<file path="src/rtl/feature_uart_tx.sv">
`default_nettype none
// ============================================================================
// Module   : feature_uart_tx
// Brief    : Buffers valid-only feature bytes in a FIFO and sends them as UART 8N1.
// Revision : 1.0 - initial release
// ============================================================================
module feature_uart_tx #(
  parameter int CLKS_PER_BIT = 434,
  parameter int FIFO_DEPTH   = 16
) (
  input  logic                          clk,
  input  logic                          reset,
  input  logic [7:0]                    i_data,
  input  logic                          i_valid,
  output logic                          o_tx,
  output logic                          o_busy,
  output logic                          o_overflow,
  output logic [$clog2(FIFO_DEPTH):0]   o_fifo_count
);

  localparam int AW = $clog2(FIFO_DEPTH);
  localparam int CW = AW + 1;
  localparam int BW = $clog2(CLKS_PER_BIT);

  localparam logic [CW-1:0] DEPTH_C   = CW'(FIFO_DEPTH);
  localparam logic [BW-1:0] BAUD_LAST = BW'(CLKS_PER_BIT - 1);

  localparam logic [1:0] S_IDLE  = 2'd0;
  localparam logic [1:0] S_START = 2'd1;
  localparam logic [1:0] S_DATA  = 2'd2;
  localparam logic [1:0] S_STOP  = 2'd3;

  generate
    if (CLKS_PER_BIT < 2 || FIFO_DEPTH < 2 || (FIFO_DEPTH & (FIFO_DEPTH - 1)) != 0) begin : g_bad_param
      $error("feature_uart_tx: illegal CLKS_PER_BIT or FIFO_DEPTH");
    end
  endgenerate

  logic [7:0]    mem_q [FIFO_DEPTH];
  logic [AW-1:0] wr_ptr_q, rd_ptr_q;
  logic [CW-1:0] count_q;
  logic          ovf_q;

  logic [1:0]    state_q, state_d;
  logic [BW-1:0] baud_q, baud_d;
  logic [2:0]    bit_q, bit_d;
  logic [7:0]    shift_q, shift_d;
  logic          tx_q, tx_d;

  logic          push;
  logic          pop;
  logic          full;
  logic          baud_done;

  // Full is judged on pre-edge occupancy, so a same-cycle pop never rescues a write.
  assign full      = (count_q == DEPTH_C);
  assign push      = i_valid && !full;
  assign baud_done = (baud_q == BAUD_LAST);

  always_ff @(posedge clk) begin
    if (reset) begin
      wr_ptr_q <= '0;
      rd_ptr_q <= '0;
      count_q  <= '0;
      ovf_q    <= 1'b0;
    end else begin
      if (push) wr_ptr_q <= wr_ptr_q + AW'(1);
      if (pop)  rd_ptr_q <= rd_ptr_q + AW'(1);
      if (push && !pop)      count_q <= count_q + CW'(1);
      else if (!push && pop) count_q <= count_q - CW'(1);
      if (i_valid && full) ovf_q <= 1'b1;
    end
  end

  always_ff @(posedge clk) begin
    if (push) mem_q[wr_ptr_q] <= i_data;
  end

  always_ff @(posedge clk) begin
    if (reset) begin
      state_q <= S_IDLE;
      baud_q  <= '0;
      bit_q   <= '0;
      shift_q <= '0;
      tx_q    <= 1'b1;
    end else begin
      state_q <= state_d;
      baud_q  <= baud_d;
      bit_q   <= bit_d;
      shift_q <= shift_d;
      tx_q    <= tx_d;
    end
  end

  always_comb begin
    state_d = state_q;
    baud_d  = baud_q;
    bit_d   = bit_q;
    shift_d = shift_q;
    pop     = 1'b0;
    case (state_q)
      S_IDLE: begin
        baud_d = '0;
        if (count_q != '0) begin
          pop     = 1'b1;
          shift_d = mem_q[rd_ptr_q];
          state_d = S_START;
        end
      end
      S_START: begin
        if (baud_done) begin
          state_d = S_DATA;
          baud_d  = '0;
          bit_d   = 3'd0;
        end else begin
          baud_d = baud_q + BW'(1);
        end
      end
      S_DATA: begin
        if (baud_done) begin
          baud_d  = '0;
          shift_d = {1'b0, shift_q[7:1]};
          if (bit_q == 3'd7) state_d = S_STOP;
          else               bit_d   = bit_q + 3'd1;
        end else begin
          baud_d = baud_q + BW'(1);
        end
      end
      S_STOP: begin
        if (baud_done) begin
          baud_d = '0;
          // Chain straight into the next start bit when more data is waiting.
          if (count_q != '0) begin
            pop     = 1'b1;
            shift_d = mem_q[rd_ptr_q];
            state_d = S_START;
          end else begin
            state_d = S_IDLE;
          end
        end else begin
          baud_d = baud_q + BW'(1);
        end
      end
      default: state_d = S_IDLE;
    endcase
  end

  // The line level is computed from next state so the pin register lines up with it.
  always_comb begin
    tx_d = 1'b1;
    case (state_d)
      S_START: tx_d = 1'b0;
      S_DATA:  tx_d = shift_d[0];
      default: tx_d = 1'b1;
    endcase
  end

  assign o_tx         = tx_q;
  assign o_busy       = (state_q != S_IDLE) || (count_q != '0);
  assign o_overflow   = ovf_q;
  assign o_fifo_count = count_q;

endmodule
`default_nettype wire

</file>
<file path="config.mk">
export PLATFORM = sky130hd
export DESIGN_NAME = feature_uart_tx
export DESIGN_NICKNAME = d
export VERILOG_FILES = /design/src/rtl/feature_uart_tx.sv
export SDC_FILE = /design/constraint.sdc
export NUM_CORES = 1
export LEC_CHECK = 0
export CORE_UTILIZATION = 35
export DETAILED_ROUTE_END_ITERATION = 7
export GPL_ROUTABILITY_DRIVEN = 0
export SETUP_SLACK_MARGIN = 0.1
export SLEW_MARGIN = 10
export SYNTH_ARGS = -nofsm -noshare
export SYNTH_HDL_FRONTEND = slang
export SYNTH_SLANG_ARGS = --single-unit
</file>
<file path="constraint.sdc">
create_clock -name clk -period 4.3 [get_ports clk]
set_input_delay 1.075 -clock clk [delete_from_list [all_inputs] [get_ports clk]]
set_output_delay 1.075 -clock clk [all_outputs]
set_load 0.005 [all_outputs]
</file>
==> metrics.csv <==
stage,metric,value,unit
run_status,status,finished clean,
die,Die Area,20700,sq um
synth,YS warnings,0,
setup_path,crit path max fanout,5,
setup_path,reg2reg end,o_fifo_count[4],
sta,skew final,0.0159,ns
synth,Async SR Flop Fraction,0,%
sta,Tightest Pin Transition,0.953,ns
setup_path,worst r2r src,baud_q[0],
global_routing,antenna violations before repair,0,
clocking,number of post-CTS setup repair buffers,0,
route,Vias,3762,
global_routing,Overflow after GRT,0,
sta,Final setup viols,0,
setup_path,WP data required,4.61,ns
sta,Fmax achieved,298,MHz
clocking,Clock Pin Slew Worst Setup and Hold Paths,0.07,ns
route,final WL,13400,um
hold_path,Worst Hold Class,reg2reg,
finish,most frequent cells in the layout,"128 x edfxtp_1, 56 x nor2_1, 40 x dfxtp_1, 22 x mux4_1, 20 x ha_1",
clocking,CTS Buf Count,17,
global_routing,first-pass GRT wire length,21500,um
clocking,root buffer cell,clkbuf_16,
finish,share of cells above drive strength 1,12.2,%
placed_design,DPL Wire Length,8630,um
synth,Post-synth EDFFs,128,
clocking,CTS tree,yes,
sta,fin crit share,78.1,%
synth,Post-Syn Area,7060,sq um
setup_path,"reg-to-reg slack, setup",0.94,ns
sta,setup TNS,0,ns
die,Chip Width,144,um
synth,Synth Instances,444,
synth,syn_nets,476,
clocking,H-tree depth,4,
placed_design,I/O Buffers,18,
die,Ports,19,
synth,commonest register cell after synthesis,edfxtp_1,
synth,"Seq/Total Area, Yosys",66.1,%
route,detailed-route DRC error count,0,
clocking,Max clock buf depth,2,
setup_path,critical path class,reg2reg,
global_routing,vias in the first global route,3840,
clocking,post-CTS sizing,0,
sta,Final min period,3.36,ns
power_and_ir_drop,VDD IR max,0.296,mV
route,DRT Pass-1 Iters,6,
finish,diode count,0,
die,Core Box Area,19600,sq um
setup_path,Reg2Reg Depth,14,
synth,"Avg Cell Area, Syn",15.9,sq um
clocking,CTS Sinks,169,
route,detailed-route wire length per cell,17.9,um
finish,area delta synth->final,15.3,%
sta,"Hold Vio Cnt, Final",0,
sta,Max Slew Vio Count,0,
job,maxcap violations,0,
die,Die H,144,um
setup_path,Worst Setup End Kind,flop,
route,DRT antenna net count,0,
power_and_ir_drop,PD cells,550,nW/um^2
synth,post-synth cell types,46,
route,post-DR vias/cell,5.02,
die,Rows,51,
clocking,Hold Buf Count CTS,0,
power_and_ir_drop,Lkg Pwr,2.67,nW
hold_path,min-delay src,baud_q[0],
hold_path,WHS Endpoint,baud_q[0],
finish,FILL cells,1765,
setup_path,critical path arrival,3.67,ns
hold_path,cell depth of the worst min-delay path,1,
sta,setup ws final,0.942,ns
route,DR iter-0 viols,249,
placed_design,DP Worst Slack,0.641,ns
synth,Yosys reg bits,169,
setup_path,startpoint types,flop,
clocking,worst-skew pair later-pin latency,0.44,ns
die,Initial Util,36.0,%
global_routing,total track usage,14.3,%
global_routing,largest net degree at the start of global routing,26,
finish,Final #Nets,503,
sta,slew margin rel.,36.2,%
finish,"most common cell after layout, fill and taps aside",edfxtp_1,
sta,RSZ-0062 raised after global routing,no,
[Yosys cell counts, types with 3 or more instances]
cell	count	share of area [%]
xor2_1	9	1.1
clkbuf_1	8	0.43
mux4_2	10	3.2
nor2_1	56	3.0
nand3_1	8	0.57
nand2_1	16	0.85
ha_1	20	3.5
buf_2	4	0.28
nor3_1	8	0.57
nor2b_1	7	0.62
xnor2_1	7	0.87
inv_1	10	0.53
mux4_1	22	8.2
a221o_1	6	0.85
o21ai_0	9	0.64
mux2i_1	12	1.7
edfxtp_1	128	54
a21oi_1	14	0.99
buf_1	3	0.16
dfxtp_1	41	12
a211oi_1	13	1.4
[how the worst max path moves through the flow]
stage / startpoint / to / cells after the start
finish: baud_q[0] / o_fifo_count[4] / 14
global route: baud_q[0] / o_fifo_count[4] / 14
CTS: baud_q[0] / o_fifo_count[4] / 14
detailed placement: i_valid / o_fifo_count[4] / 12
global placement: i_valid / o_fifo_count[4] / 12
floorplan: i_valid / o_fifo_count[4] / 10
[kinds of logic (layout without fill, tap and decap cells)]
family | Yosys count | in the layout | synth area share, %
DFF | 169 | 169 | 66.1
adders and majority gates | 21 | 21 | 3.83
buffers and inverters | 29 | 69 | 2.23
muxes | 45 | 45 | 13.2
xor gates and xnor gates | 16 | 16 | 1.99
AOI/OAI and AO/OA | 53 | 53 | 5.21
and+or+nand+nor | 111 | 111 | 7.41
[per-stage QoR]
| step | area [sq um] | util (%) | power, mW | hold WS [ns] | std cells |
|---|---|---|---|---|---|
| 2_1_floorplan | 7060 | - | 2.69 | 0.426 | 444 |
| 3_3_place_gp | 7520 | 38.4 | 2.92 | 0.436 | 717 |
| 3_5_place_dp | 7520 | 38.4 | 2.96 | 0.448 | 717 |
| 4_1_cts | 8140 | 41.5 | 4.52 | 0.464 | 749 |
| 5_1_grt | 8140 | 41.5 | 4.70 | 0.494 | 749 |
| 6_report | 8140 | 41.5 | 4.48 | 0.465 | 749 |
[critical path, stage by stage (launching register included)]
cell     delay [ns]
dfxtp_1        0.38
ha_1           0.16
and4b_1        0.28
a31oi_1        0.17
nor3_1         0.51
inv_1          0.10
ha_1           0.24
inv_1          0.14
ha_1           0.26
nor2b_1        0.14
o21a_1         0.18
or3_1          0.31
a21oi_1        0.18
xnor2_1        0.14
nor2_1         0.05
[metal layers]
| metal | track usage [%] | routed length [um] | share of wire (%) |
|---|---|---|---|
| met3 | 3.51 | 433 | 3.2 |
| met5 | 0 | 0 | 0 |
| met1 | 18.3 | 6150 | 46 |
| met2 | 23.6 | 6730 | 50 |
| met4 | 4.87 | 112 | 0.83 |
[report_power, final]
part           leakage [nW]  total [mW]  switching (mW)  internal (mW)
registers              1.49        1.99           0.131           1.86
clock network         0.301        1.56           0.723          0.841
logic                 0.879       0.922           0.454          0.468
[sequential cells by signal, summed over array words and instances, names as in the netlist, named ones only]
name / flops
baud_q: 9
shift_q: 8
o_overflow: 1
mem_q: 128
bit_q: 3
state_q: 2
rd_ptr_q: 4
o_tx: 1
o_fifo_count: 5
wr_ptr_q: 4
[final cells by class]
type | count | area, sq um | share of cell area, %
tap | 265 | 332 | 4.08
clock inverter | 15 | 193 | 2.37
multi-input combinational | 246 | 2240 | 27.5
clock buffer | 17 | 425 | 5.23
inverter | 10 | 37.5 | 0.461
timing repair buffer | 27 | 248 | 3.04
sequential | 169 | 4670 | 57.3
(Power assumes the default switching activity.)
==> patch, RTL diff (same settings) <==
Add an input register stage for `i_data` and `i_valid`; this delays them by one clock.
--- a/src/rtl/feature_uart_tx.sv
+++ b/src/rtl/feature_uart_tx.sv
@@ -30,6 +30,14 @@
   localparam logic [1:0] S_DATA  = 2'd2;
   localparam logic [1:0] S_STOP  = 2'd3;
 
+  logic [7:0] i_data_q;
+  logic i_valid_q;
+
+  always_ff @(posedge clk) begin
+    i_data_q  <= i_data;
+    i_valid_q <= i_valid;
+  end
+
   generate
     if (CLKS_PER_BIT < 2 || FIFO_DEPTH < 2 || (FIFO_DEPTH & (FIFO_DEPTH - 1)) != 0) begin : g_bad_param
       $error("feature_uart_tx: illegal CLKS_PER_BIT or FIFO_DEPTH");
@@ -54,7 +62,7 @@
 
   // Full is judged on pre-edge occupancy, so a same-cycle pop never rescues a write.
   assign full      = (count_q == DEPTH_C);
-  assign push      = i_valid && !full;
+  assign push      = i_valid_q && !full;
   assign baud_done = (baud_q == BAUD_LAST);
 
   always_ff @(posedge clk) begin
@@ -68,12 +76,12 @@
       if (pop)  rd_ptr_q <= rd_ptr_q + AW'(1);
       if (push && !pop)      count_q <= count_q + CW'(1);
       else if (!push && pop) count_q <= count_q - CW'(1);
-      if (i_valid && full) ovf_q <= 1'b1;
+      if (i_valid_q && full) ovf_q <= 1'b1;
     end
   end
 
   always_ff @(posedge clk) begin
-    if (push) mem_q[wr_ptr_q] <= i_data;
+    if (push) mem_q[wr_ptr_q] <= i_data_q;
   end
 
   always_ff @(posedge clk) begin
Formal check against the unedited RTL: not equivalent (a bounded check fails within 4 cycles, from zero or initial values and one cycle with reset high).
==> patch against the unedited design <==
Design area is 1.8% higher. Via count is 0.35% lower. Setup slack worse by 0.019 ns. Sequential cell count is 9 higher. Power is 1.7% higher. Sequential power is 6% higher. Synthesized area is 3.6% higher. Wire length is 0.11% lower.
==> patch: results (changes against the unedited design) <==
- Initial drt markers: 254 (was 249)
- Fillcell total: 1,838 (was 1,765)
- Syn nets: 484 (was 476)
- GR Layer Usage met3: 0.0306 (was 0.0351)
- Placed Cells: 725 (was 717)
- Cells after synthesis: 452 (was 444)
- Drt wl/cell: 17.7 um (was 17.9 um)
- Register area share after synthesis: 0.662 (was 0.661)
- Status: finished clean (unchanged)
- WP data arrival: 2.30 ns (was 3.67 ns)
- Area contributors post-synth: edfxtp_1, dfxtp_1, mux4_1, mux4_2, ha_1 (was edfxtp_1, dfxtp_1, mux4_1, ha_1, mux4_2)
- Routed wl met3: 468 um (was 433 um)
- Design Area, Final: 8290 sq um (was 8140 sq um)
- LEAKAGE: 0.00272 uW (was 0.00267 uW)
- First-pass GRT wire length: 21,600 um (was 21,500 um)
- First drt pass iteration count: 4 (was 6)
- Hpwl dp: 8640 um (was 8630 um)
- DR vias: 3,749 (was 3,762)
- M1 GR Usage: 0.168 (was 0.183)
- Biggest regs: mem_q: 128 flops, baud_q: 9 flops (was mem_q: 128 flops, baud_q: 9 flops, shift_q: 8 flops)
- Place WS: 0.954 ns (was 0.641 ns)
- GRT Overall Usage: 0.135 (was 0.143)
- Met2 WL post-DR: 6670 um (was 6730 um)
- Commonest cells in the netlist: edfxtp_1, nor2_1, dfxtp_1 (unchanged)
- Vias/cell: 4.95 (was 5.02)
- Maximum VDD drop: 297 uV (was 296 uV)
- Worst-Margin Slew: 0.967 ns (was 0.953 ns)
- M1 WL: 6110 um (was 6150 um)
patch: cell types whose count changed after synthesis, sizes merged, moves of 2 or more:
| cell | delta |
|---|---|
| and2b | +3 |
| buf | -5 |
| clkbuf | +5 |
| dfxtp | +9 |
| nand2b | +2 |
| nor2b | -3 |
| o21ai | -2 |
patch: kinds of logic (layout without fill, tap and decap cells):
logic type | Yosys count | in the layout | synth area share
muxes | 45 | 45 | 0.125
xor gates and xnor gates | 16 | 16 | 0.0192
AOI/OAI and AO/OA | 51 | 51 | 0.0496
DFF | 178 | 178 | 0.662
adders and majority gates | 21 | 21 | 0.0369
buffers and inverters | 29 | 64 | 0.0322
and+or+nand+nor | 112 | 112 | 0.0746
patch: critical path: stages, from the launching register on:
cell	delay (ns)
dfxtp_1	0.37
or4_4	0.59
nor2_1	0.31
nand2_1	0.14
clkdlybuf4s50_1	0.46
patch: report_power, final:
group	internal, uW	switching [uW]	total (uW)	leakage, uW
clock network	844	703	1550	0.000295
registers	1950	148	2100	0.00157
logic	468	440	907	0.000858
patch: final timing paths:
| check | cells after the start | endpoint | slack (ns) | from |
|---|---|---|---|---|
| setup reg to reg | 14 | o_fifo_count[4] | 0.97 | baud_q[0] |
| hold reg to reg | 1 | baud_q[0] | 0.47 | baud_q[0] |
| hold / removal | 1 | baud_q[0] | 0.47 | baud_q[0] |
| setup / recovery | 4 | o_busy | 0.92 | o_fifo_count[0] |
patch: area by class of cell:
type                       count  area share
tap                          270      0.0408
clock buffer                  18      0.0530
inverter                      10     0.00453
multi-input combinational    245       0.272
timing repair buffer          22      0.0254
clock inverter                14      0.0195
sequential                   178       0.585
